## src/rtl/ysyx_23060025_axi_arbiter.sv

```systemverilog
// ysyx_23060025_axi_arbiter
//   Shares one AXI4-Lite memory port between the IFU (m0, read-only) and the
//   LSU (m1, read + write). One master is granted at a time, and it keeps the
//   grant until its response handshake completes. Each slave response is
//   routed only to the granted master.
//
// Ports
//   clock, rstn         system clock, synchronous active-low reset
//   m0_ar*/m0_r*        IFU read address / read data channels
//   m1_ar*/m1_r*        LSU read address / read data channels
//   m1_aw*/m1_w*/m1_b*  LSU write address / write data / write response channels
//   s_*                 shared slave-side channels toward memory / xbar
//
// state  | meaning
// IDLE   | no grant; fixed-priority pick among m1 write, m1 read, m0 read
// RD_M0  | IFU read granted; AR and R pass through to m0
// RD_M1  | LSU read granted; AR and R pass through to m1
// WR_M1  | LSU write granted; AW, W and B pass through to m1
module ysyx_23060025_axi_arbiter #(
  parameter int DATA_LEN = 32,
  parameter int ADDR_LEN = 32
) (
  input  logic                  clock,
  input  logic                  rstn,
  // IFU read
  input  logic [ADDR_LEN-1:0]   m0_araddr_i,
  input  logic                  m0_arvalid_i,
  input  logic [2:0]            m0_arsize_i,
  output logic                  m0_arready_o,
  output logic [DATA_LEN-1:0]   m0_rdata_o,
  output logic [1:0]            m0_rresp_o,
  output logic                  m0_rvalid_o,
  input  logic                  m0_rready_i,
  // LSU read
  input  logic [ADDR_LEN-1:0]   m1_araddr_i,
  input  logic                  m1_arvalid_i,
  input  logic [2:0]            m1_arsize_i,
  output logic                  m1_arready_o,
  output logic [DATA_LEN-1:0]   m1_rdata_o,
  output logic [1:0]            m1_rresp_o,
  output logic                  m1_rvalid_o,
  input  logic                  m1_rready_i,
  // LSU write
  input  logic [ADDR_LEN-1:0]   m1_awaddr_i,
  input  logic                  m1_awvalid_i,
  input  logic [2:0]            m1_awsize_i,
  output logic                  m1_awready_o,
  input  logic [DATA_LEN-1:0]   m1_wdata_i,
  input  logic [DATA_LEN/8-1:0] m1_wstrb_i,
  input  logic                  m1_wvalid_i,
  output logic                  m1_wready_o,
  output logic [1:0]            m1_bresp_o,
  output logic                  m1_bvalid_o,
  input  logic                  m1_bready_i,
  // slave side
  output logic [ADDR_LEN-1:0]   s_araddr_o,
  output logic                  s_arvalid_o,
  output logic [2:0]            s_arsize_o,
  input  logic                  s_arready_i,
  input  logic [DATA_LEN-1:0]   s_rdata_i,
  input  logic [1:0]            s_rresp_i,
  input  logic                  s_rvalid_i,
  output logic                  s_rready_o,
  output logic [ADDR_LEN-1:0]   s_awaddr_o,
  output logic                  s_awvalid_o,
  output logic [2:0]            s_awsize_o,
  input  logic                  s_awready_i,
  output logic [DATA_LEN-1:0]   s_wdata_o,
  output logic [DATA_LEN/8-1:0] s_wstrb_o,
  output logic                  s_wvalid_o,
  input  logic                  s_wready_i,
  input  logic [1:0]            s_bresp_i,
  input  logic                  s_bvalid_i,
  output logic                  s_bready_o
);

  typedef enum logic [1:0] {IDLE, RD_M0, RD_M1, WR_M1} state_e;

  state_e state_q, state_d;
  logic   ar_done_q, ar_done_d;
  logic   aw_done_q, aw_done_d;
  logic   w_done_q, w_done_d;

  // Grants are qualified with rstn so that nothing is forwarded or accepted
  // while reset is held, even before the state register returns to IDLE.
  logic g_rd0, g_rd1, g_wr;
  assign g_rd0 = rstn && (state_q == RD_M0);
  assign g_rd1 = rstn && (state_q == RD_M1);
  assign g_wr  = rstn && (state_q == WR_M1);

  // Read path
  always_comb begin
    s_araddr_o  = '0;
    s_arsize_o  = '0;
    s_arvalid_o = 1'b0;
    s_rready_o  = 1'b0;
    if (g_rd0) begin
      s_araddr_o  = m0_araddr_i;
      s_arsize_o  = m0_arsize_i;
      s_arvalid_o = m0_arvalid_i && !ar_done_q;
      s_rready_o  = m0_rready_i;
    end else if (g_rd1) begin
      s_araddr_o  = m1_araddr_i;
      s_arsize_o  = m1_arsize_i;
      s_arvalid_o = m1_arvalid_i && !ar_done_q;
      s_rready_o  = m1_rready_i;
    end
  end

  assign m0_arready_o = g_rd0 && !ar_done_q && s_arready_i;
  assign m0_rvalid_o  = g_rd0 && s_rvalid_i;
  assign m0_rdata_o   = g_rd0 ? s_rdata_i : '0;
  assign m0_rresp_o   = g_rd0 ? s_rresp_i : '0;

  assign m1_arready_o = g_rd1 && !ar_done_q && s_arready_i;
  assign m1_rvalid_o  = g_rd1 && s_rvalid_i;
  assign m1_rdata_o   = g_rd1 ? s_rdata_i : '0;
  assign m1_rresp_o   = g_rd1 ? s_rresp_i : '0;

  // Write path: AW and W complete independently, each blanked once done.
  assign s_awaddr_o   = g_wr ? m1_awaddr_i : '0;
  assign s_awsize_o   = g_wr ? m1_awsize_i : '0;
  assign s_awvalid_o  = g_wr && m1_awvalid_i && !aw_done_q;
  assign s_wdata_o    = g_wr ? m1_wdata_i : '0;
  assign s_wstrb_o    = g_wr ? m1_wstrb_i : '0;
  assign s_wvalid_o   = g_wr && m1_wvalid_i && !w_done_q;
  assign s_bready_o   = g_wr && m1_bready_i;

  assign m1_awready_o = g_wr && !aw_done_q && s_awready_i;
  assign m1_wready_o  = g_wr && !w_done_q && s_wready_i;
  assign m1_bvalid_o  = g_wr && s_bvalid_i;
  assign m1_bresp_o   = g_wr ? s_bresp_i : '0;

  logic ar_hs, r_hs, aw_hs, w_hs, b_hs;
  assign ar_hs = s_arvalid_o && s_arready_i;
  assign r_hs  = s_rvalid_i && s_rready_o;
  assign aw_hs = s_awvalid_o && s_awready_i;
  assign w_hs  = s_wvalid_o && s_wready_i;
  assign b_hs  = s_bvalid_i && s_bready_o;

  // Returning to IDLE on the response handshake (rather than granting the
  // next master directly) guarantees a gap cycle and keeps the response path
  // out of the request-side logic.
  always_comb begin
    state_d   = state_q;
    ar_done_d = ar_done_q;
    aw_done_d = aw_done_q;
    w_done_d  = w_done_q;
    case (state_q)
      IDLE: begin
        if (m1_awvalid_i || m1_wvalid_i) state_d = WR_M1;
        else if (m1_arvalid_i)           state_d = RD_M1;
        else if (m0_arvalid_i)           state_d = RD_M0;
      end
      RD_M0, RD_M1: begin
        if (ar_hs) ar_done_d = 1'b1;
        if (r_hs) begin
          state_d   = IDLE;
          ar_done_d = 1'b0;
        end
      end
      WR_M1: begin
        if (aw_hs) aw_done_d = 1'b1;
        if (w_hs)  w_done_d  = 1'b1;
        if (b_hs) begin
          state_d   = IDLE;
          aw_done_d = 1'b0;
          w_done_d  = 1'b0;
        end
      end
      default: state_d = IDLE;
    endcase
  end

  always_ff @(posedge clock) begin
    if (!rstn) begin
      state_q   <= IDLE;
      ar_done_q <= 1'b0;
      aw_done_q <= 1'b0;
      w_done_q  <= 1'b0;
    end else begin
      state_q   <= state_d;
      ar_done_q <= ar_done_d;
      aw_done_q <= aw_done_d;
      w_done_q  <= w_done_d;
    end
  end

endmodule

```

## config.mk

```make
export PLATFORM = sky130hd
export DESIGN_NAME = ysyx_23060025_axi_arbiter
export DESIGN_NICKNAME = d
export VERILOG_FILES = /design/src/rtl/ysyx_23060025_axi_arbiter.sv
export SDC_FILE = /design/constraint.sdc
export NUM_CORES = 1
export LEC_CHECK = 0
export CAP_MARGIN = 30
export CORE_AREA = 2 2 147 149
export DETAILED_ROUTE_END_ITERATION = 16
export DIE_AREA = 0 0 149 151
export PLACE_DENSITY = 0.54
export SYNTH_ARGS = -nofsm -noshare
export SYNTH_HDL_FRONTEND = slang
export SYNTH_SLANG_ARGS = --single-unit
export TNS_END_PERCENT = 100
```

## constraint.sdc

```tcl
create_clock -name clock -period 4.2 [get_ports clock]
set_input_delay 0.42 -clock clock [delete_from_list [all_inputs] [get_ports clock]]
set_output_delay 0.42 -clock clock [all_outputs]
set_load 0.05 [all_outputs]
```

Word-level counts from Yosys, hierarchy flattened
Index checks and enable logic that the tools add are counted.
Widths: inputs -> output; s select.
- reduce and logical (&&, ||, !) cells: 39
- multiplexer cells: 29
- equality and inequality tests: 6
- operator list (cell ; count):
    $mux 32 ; 6
    $logic_and 1x1->1 ; 26
    $mux 2 ; 8
    $mux 1 ; 10
    $mux 3 ; 3
    $pmux 2 s3 ; 1
    $reduce_and 2->1 ; 3
    $reduce_bool 2->1 ; 3
    $eq 2x2->1 const B ; 2
    $mux 4 ; 1
    $ne 2x2->1 const B ; 2
    $ne 4x4->1 const B ; 1
    $logic_not 1->1 ; 3
    $reduce_and 3->1 ; 1
    $eq 2x1->1 const B ; 1
    $logic_not 2->1 ; 1
    $reduce_or 2->1 ; 1
    $logic_or 1x1->1 ; 1
- bits of input ports: 191
- logic and storage cells: 78
- flip-flop bits (word level): 5

Depth between registers and ports, before layout
- word-level depth: 7
- depth in mapped cells: 7

Least setup slack after synthesis
No wires, ideal clock.
- path type: register to output
- start: register state_q[0]
- end: output m1_awready_o
- stages on the path, launching flop included: 5
- path buffers: 1
- arrival time: 2.176 ns
- setup slack: 1.604 ns
- cells stage by stage: dfxtp_1 > ha_1 > clkbuf_1 > nand2_1 > nor3b_1
- longest elaborated chain between the ends: 4
- ends and longest elaborated chain (item ; RTL line ; text):
    from (decl) ; 79 ; state_e state_q, state_d;
    from (signal assigned) ; 182 ; state_q <= state_d;
    $eq 2x2->1 ; 89 ; assign g_wr = rstn && (state_q == WR_M1);
    $logic_and 1x1->1 ; 89 ;
    $logic_and 1x1->1 (2 in a row) ; 129 ; assign m1_awready_o = g_wr && !aw_done_q && s_awready_i;
    to (decl) ; 47 ; output logic m1_awready_o,
No other way between the ends.

Worst setup path after layout
- start: register state_q[0]
- end: output s_awaddr_o[16]
- longest elaborated chain between the ends: 3
- ends and longest elaborated chain (item ; RTL line ; text):
    $eq 2x2->1 ; 89 ;
    $logic_and 1x1->1 ; 89 ;
    $mux 32 ; 121 ; assign s_awaddr_o = g_wr ? m1_awaddr_i : '0;
    to (decl) ; 64 ; output logic [ADDR_LEN-1:0] s_awaddr_o,
No other way between the ends.

==> results.txt <==
The clock latency at the later pin of the worst-skew pair came out at 0.23 ns. The clock tree root driver cell is sky130_fd_sc_hd__clkbuf_16. Power spread over the standard cell area amounts to 378 nW/µm². The clock-pin slew reported for the worst setup and hold paths after clock tree synthesis is 0.03 ns. The area of the mapped netlist came out at 1790 µm². The TritonCTS clock tree is yes. The tightest min-delay check is of the reg -> reg type.

The cell row count is 53. The synthesized netlist devotes 59.4% of its cell area to simple gates. Traced cell by cell, the critical path runs through ha_2 -> buf_4 -> and3_1 -> clkdlybuf4s50_1. The number of global-route vias before repair came to 3305. The largest total area in the synthesized netlist belongs to sky130_fd_sc_hd__and3_1.

The maximum vdd drop came out at 168 µV. The die covers 22500 µm². The overall global routing resource usage is 10.5%.

Setup repair after global routing left no endpoint under its margin. The final critical path takes up 73.1% of the cycle. Yosys attributes the largest share of cell area to sky130_fd_sc_hd__and3_1 51%, sky130_fd_sc_hd__a22o_1 18%, sky130_fd_sc_hd__clkbuf_1 7.1%. The routed wirelength normalized by instance count is 15.2 µm. The total number of clock tree sinks is 5.

The area share of xor/xnor cells in the synthesized design is 0%. The floorplan step set the die height to 151 µm. On the critical path, the stage with the largest delay is an instance of sky130_fd_sc_hd__clkdlybuf4s50_1.

In this run the worst path has a maximum fanout of 41. The commonest cells after synthesis are 145 x sky130_fd_sc_hd__and3_1, 36 x sky130_fd_sc_hd__a22o_1, 34 x sky130_fd_sc_hd__clkbuf_1. For this run, the leading register cell type out of synthesis is sky130_fd_sc_hd__dfxtp_1. The length of the first detailed-routing pass in iterations came out at 4. In this run the biggest area consumer among cell types represents 50.7% of the synthesized area. The highest clock frequency the design can meet came out at 326 MHz. The nature of the critical path startpoint is a flop. The detailed-route wire length came out at 13.7 mm.

The number of clock buffers added by TritonCTS is 3. On the final layout, the worst clock skew is 0.00328 ns. The fraction of the mapped netlist area in adder cells is 3.49%. The buffering stage count on the worst path with inverters included came out at 2.

Synthesis produced 277 cells. After synthesis, the largest family of logic cells by area is simple AND/OR/NAND/NOR gates. The synthesized design contains 0 enable-type register cells.

The post-route netlist has 7.53% of its cells at a drive strength greater than 1. The most common cell in the synthesized netlist is sky130_fd_sc_hd__and3_1. The count of pins over their slew limit came out at 0.

The cell family with the largest share of critical-path delay is buffers and inverters. A synthesized cell averages 6.46 µm². The global-route wire length before repair came out at 18.9 mm. The width of the die came out at 149 µm. The total via count in the routed design came out at 3468. The data required time at the worst endpoint is 3.78 ns.

The tightest slew margin relative to the limit is 61.7%. The clock passes through at most 2 buffers. The synthesized netlist devotes 20.6% of its cell area to compound gates. The arrival time at the worst endpoint came out at 2.65 ns. The routability congestion estimate from global placement came out at 0.747. The number of antenna violations at the first check in global routing came out at 0. The number of different library cells used by synthesis comes to 22. The number of nets in the synthesized netlist came out at 473. The hold buffer count at CTS came out at 0. The number of buffer cells added on primary ports is 378.

The global route total overflow is 0. The yosys synthesis warning count came out at 0. The run finished with clean final reports. The final setup violation count came out at 0. In the routed layout, each cell is associated on average with a via count of 3.85. The I/O pin count came out at 379. The setup fix buffers added after clock tree synthesis is 0. The placed wire-length estimate came out at 11.1 mm.

The setup total negative slack came out at 0 ns. The first routing iteration left 101 violations. The starting density of the core is 8.60%. The async set or reset register ratio after synthesis is 0%.

The minimum setup slack in the final design came out at 1.13 ns. The final cell count without fillers is 900. After floorplanning, the core was sized to cover 20800 µm².

The synthesis-to-layout area growth is 235%. The count of final hold-check violations is 0. The setup path with the least slack is of type reg -> out. The shortest clock period the worst path allows after layout came out at 3.07 ns. The largest stage delay on the critical path is 0.81 ns. The final net count is 821. Post-CTS repair changed the size of 0 cells.

The final antenna-violating net count came out at 0. At the pin with the least slew margin, the transition time is 0.573 ns. The post-synthesis sequential area ratio is 5.59%. In this run the number of H-tree levels came out at 1. In the synthesized netlist, mux cells make up 1.12% of the area.

The leakage power summed over all cells is 0.00272 µW. The pre-CTS setup slack is 1.39 ns. The type of destination of the critical path is a primary output. The max-cap check violation count came out at 0. The number of synthesized register bits came out at 5. The pin count of the biggest net entering global routing is 90. The count of unresolved DRC violations after routing came out at 0. The post-placement cell count came out at 895.
## worst min-delay path, cell delays in order, from the launching register on
cell and delay, ns:
sky130_fd_sc_hd__dfxtp_1 0.34, sky130_fd_sc_hd__a31oi_1 0.05, sky130_fd_sc_hd__nor2_1 0.08
## final timing paths
check	start	slack [ns]	endpoint	cells after the start
max	state_q[0]$_SDFFE_PN0P_	1.13	s_awaddr_o[16]	4
min	w_done_q$_SDFFE_PN0P_	0.51	w_done_q$_SDFFE_PN0P_	2
max reg2reg	state_q[0]$_SDFFE_PN0P_	1.83	state_q[0]$_SDFFE_PN0P_	8
min reg2reg	w_done_q$_SDFFE_PN0P_	0.51	w_done_q$_SDFFE_PN0P_	2
## cell usage in the layout, fill, tap and decap left out, drive strengths merged, types with 4 or more instances in the layout
cell type	Yosys	layout
a22o	36	36
nor3b	6	6
clkdlybuf4s50	0	341
nand2	12	12
a31oi	4	4
ha	5	5
nor2	5	5
and3	145	145
clkbuf	34	4
dfxtp	5	5
inv	4	4
nand3	4	4
buf	7	43
## per-layer routing
| layer | GRT usage, % | part of all wire, % | vias up | routed length, µm |
|---|---|---|---|---|
| li1 | - | - | 1734 | - |
| met1 | 14.0 | 43 | 1580 | 5930 |
| met2 | 18.5 | 50 | 148 | 6840 |
| met3 | 2.05 | 6.7 | 6 | 913 |
| met4 | 0.619 | 0.29 | 0 | 40 |
| met5 | 0 | 0 | - | 0 |
## registers in the layout (all words and copies together), names as in the netlist
| name | flops |
|---|---|
| ar_done_q | 1 |
| aw_done_q | 1 |
| state_q | 2 |
| w_done_q | 1 |
## logic make-up (layout without fill, tap and decap cells)
group           Yosys count  in the layout
buf+inv                  45            392
compound gates           44             44
mux                       2              2
other cells               0              1
flops                     5              5
fa+ha+maj                 5              5
simple gates            176            176
## final cells by class
cell class | count | area, µm²
antenna | 1 | 2.50
multi-input combinational | 227 | 1520
inverter | 4 | 15.0
tap | 275 | 344
timing repair buffer | 384 | 3950
sequential | 5 | 100
clock buffer | 4 | 78.8
fill | 2246 | 14800
## power by group
| group | internal (µW) | total (µW) | switching, µW |
|---|---|---|---|
| clock network | 126 | 157 | 31.3 |
| logic | 778 | 2040 | 1260 |
| registers | 60.2 | 72.0 | 11.7 |
## metrics by stage
step | cell area [µm²] | hold slack (ns) | total power (µW) | util (%)
floorplan | 1790 | 0.461 | 1300 | -
global placement | 5930 | 0.485 | 2140 | 28.5
detailed placement | 5930 | 0.496 | 2140 | 28.5
CTS | 6000 | 0.506 | 2300 | 28.8
global route | 6000 | 0.541 | 2380 | 28.8
finish | 6010 | 0.506 | 2270 | 28.8
(Power assumes the default switching activity.)
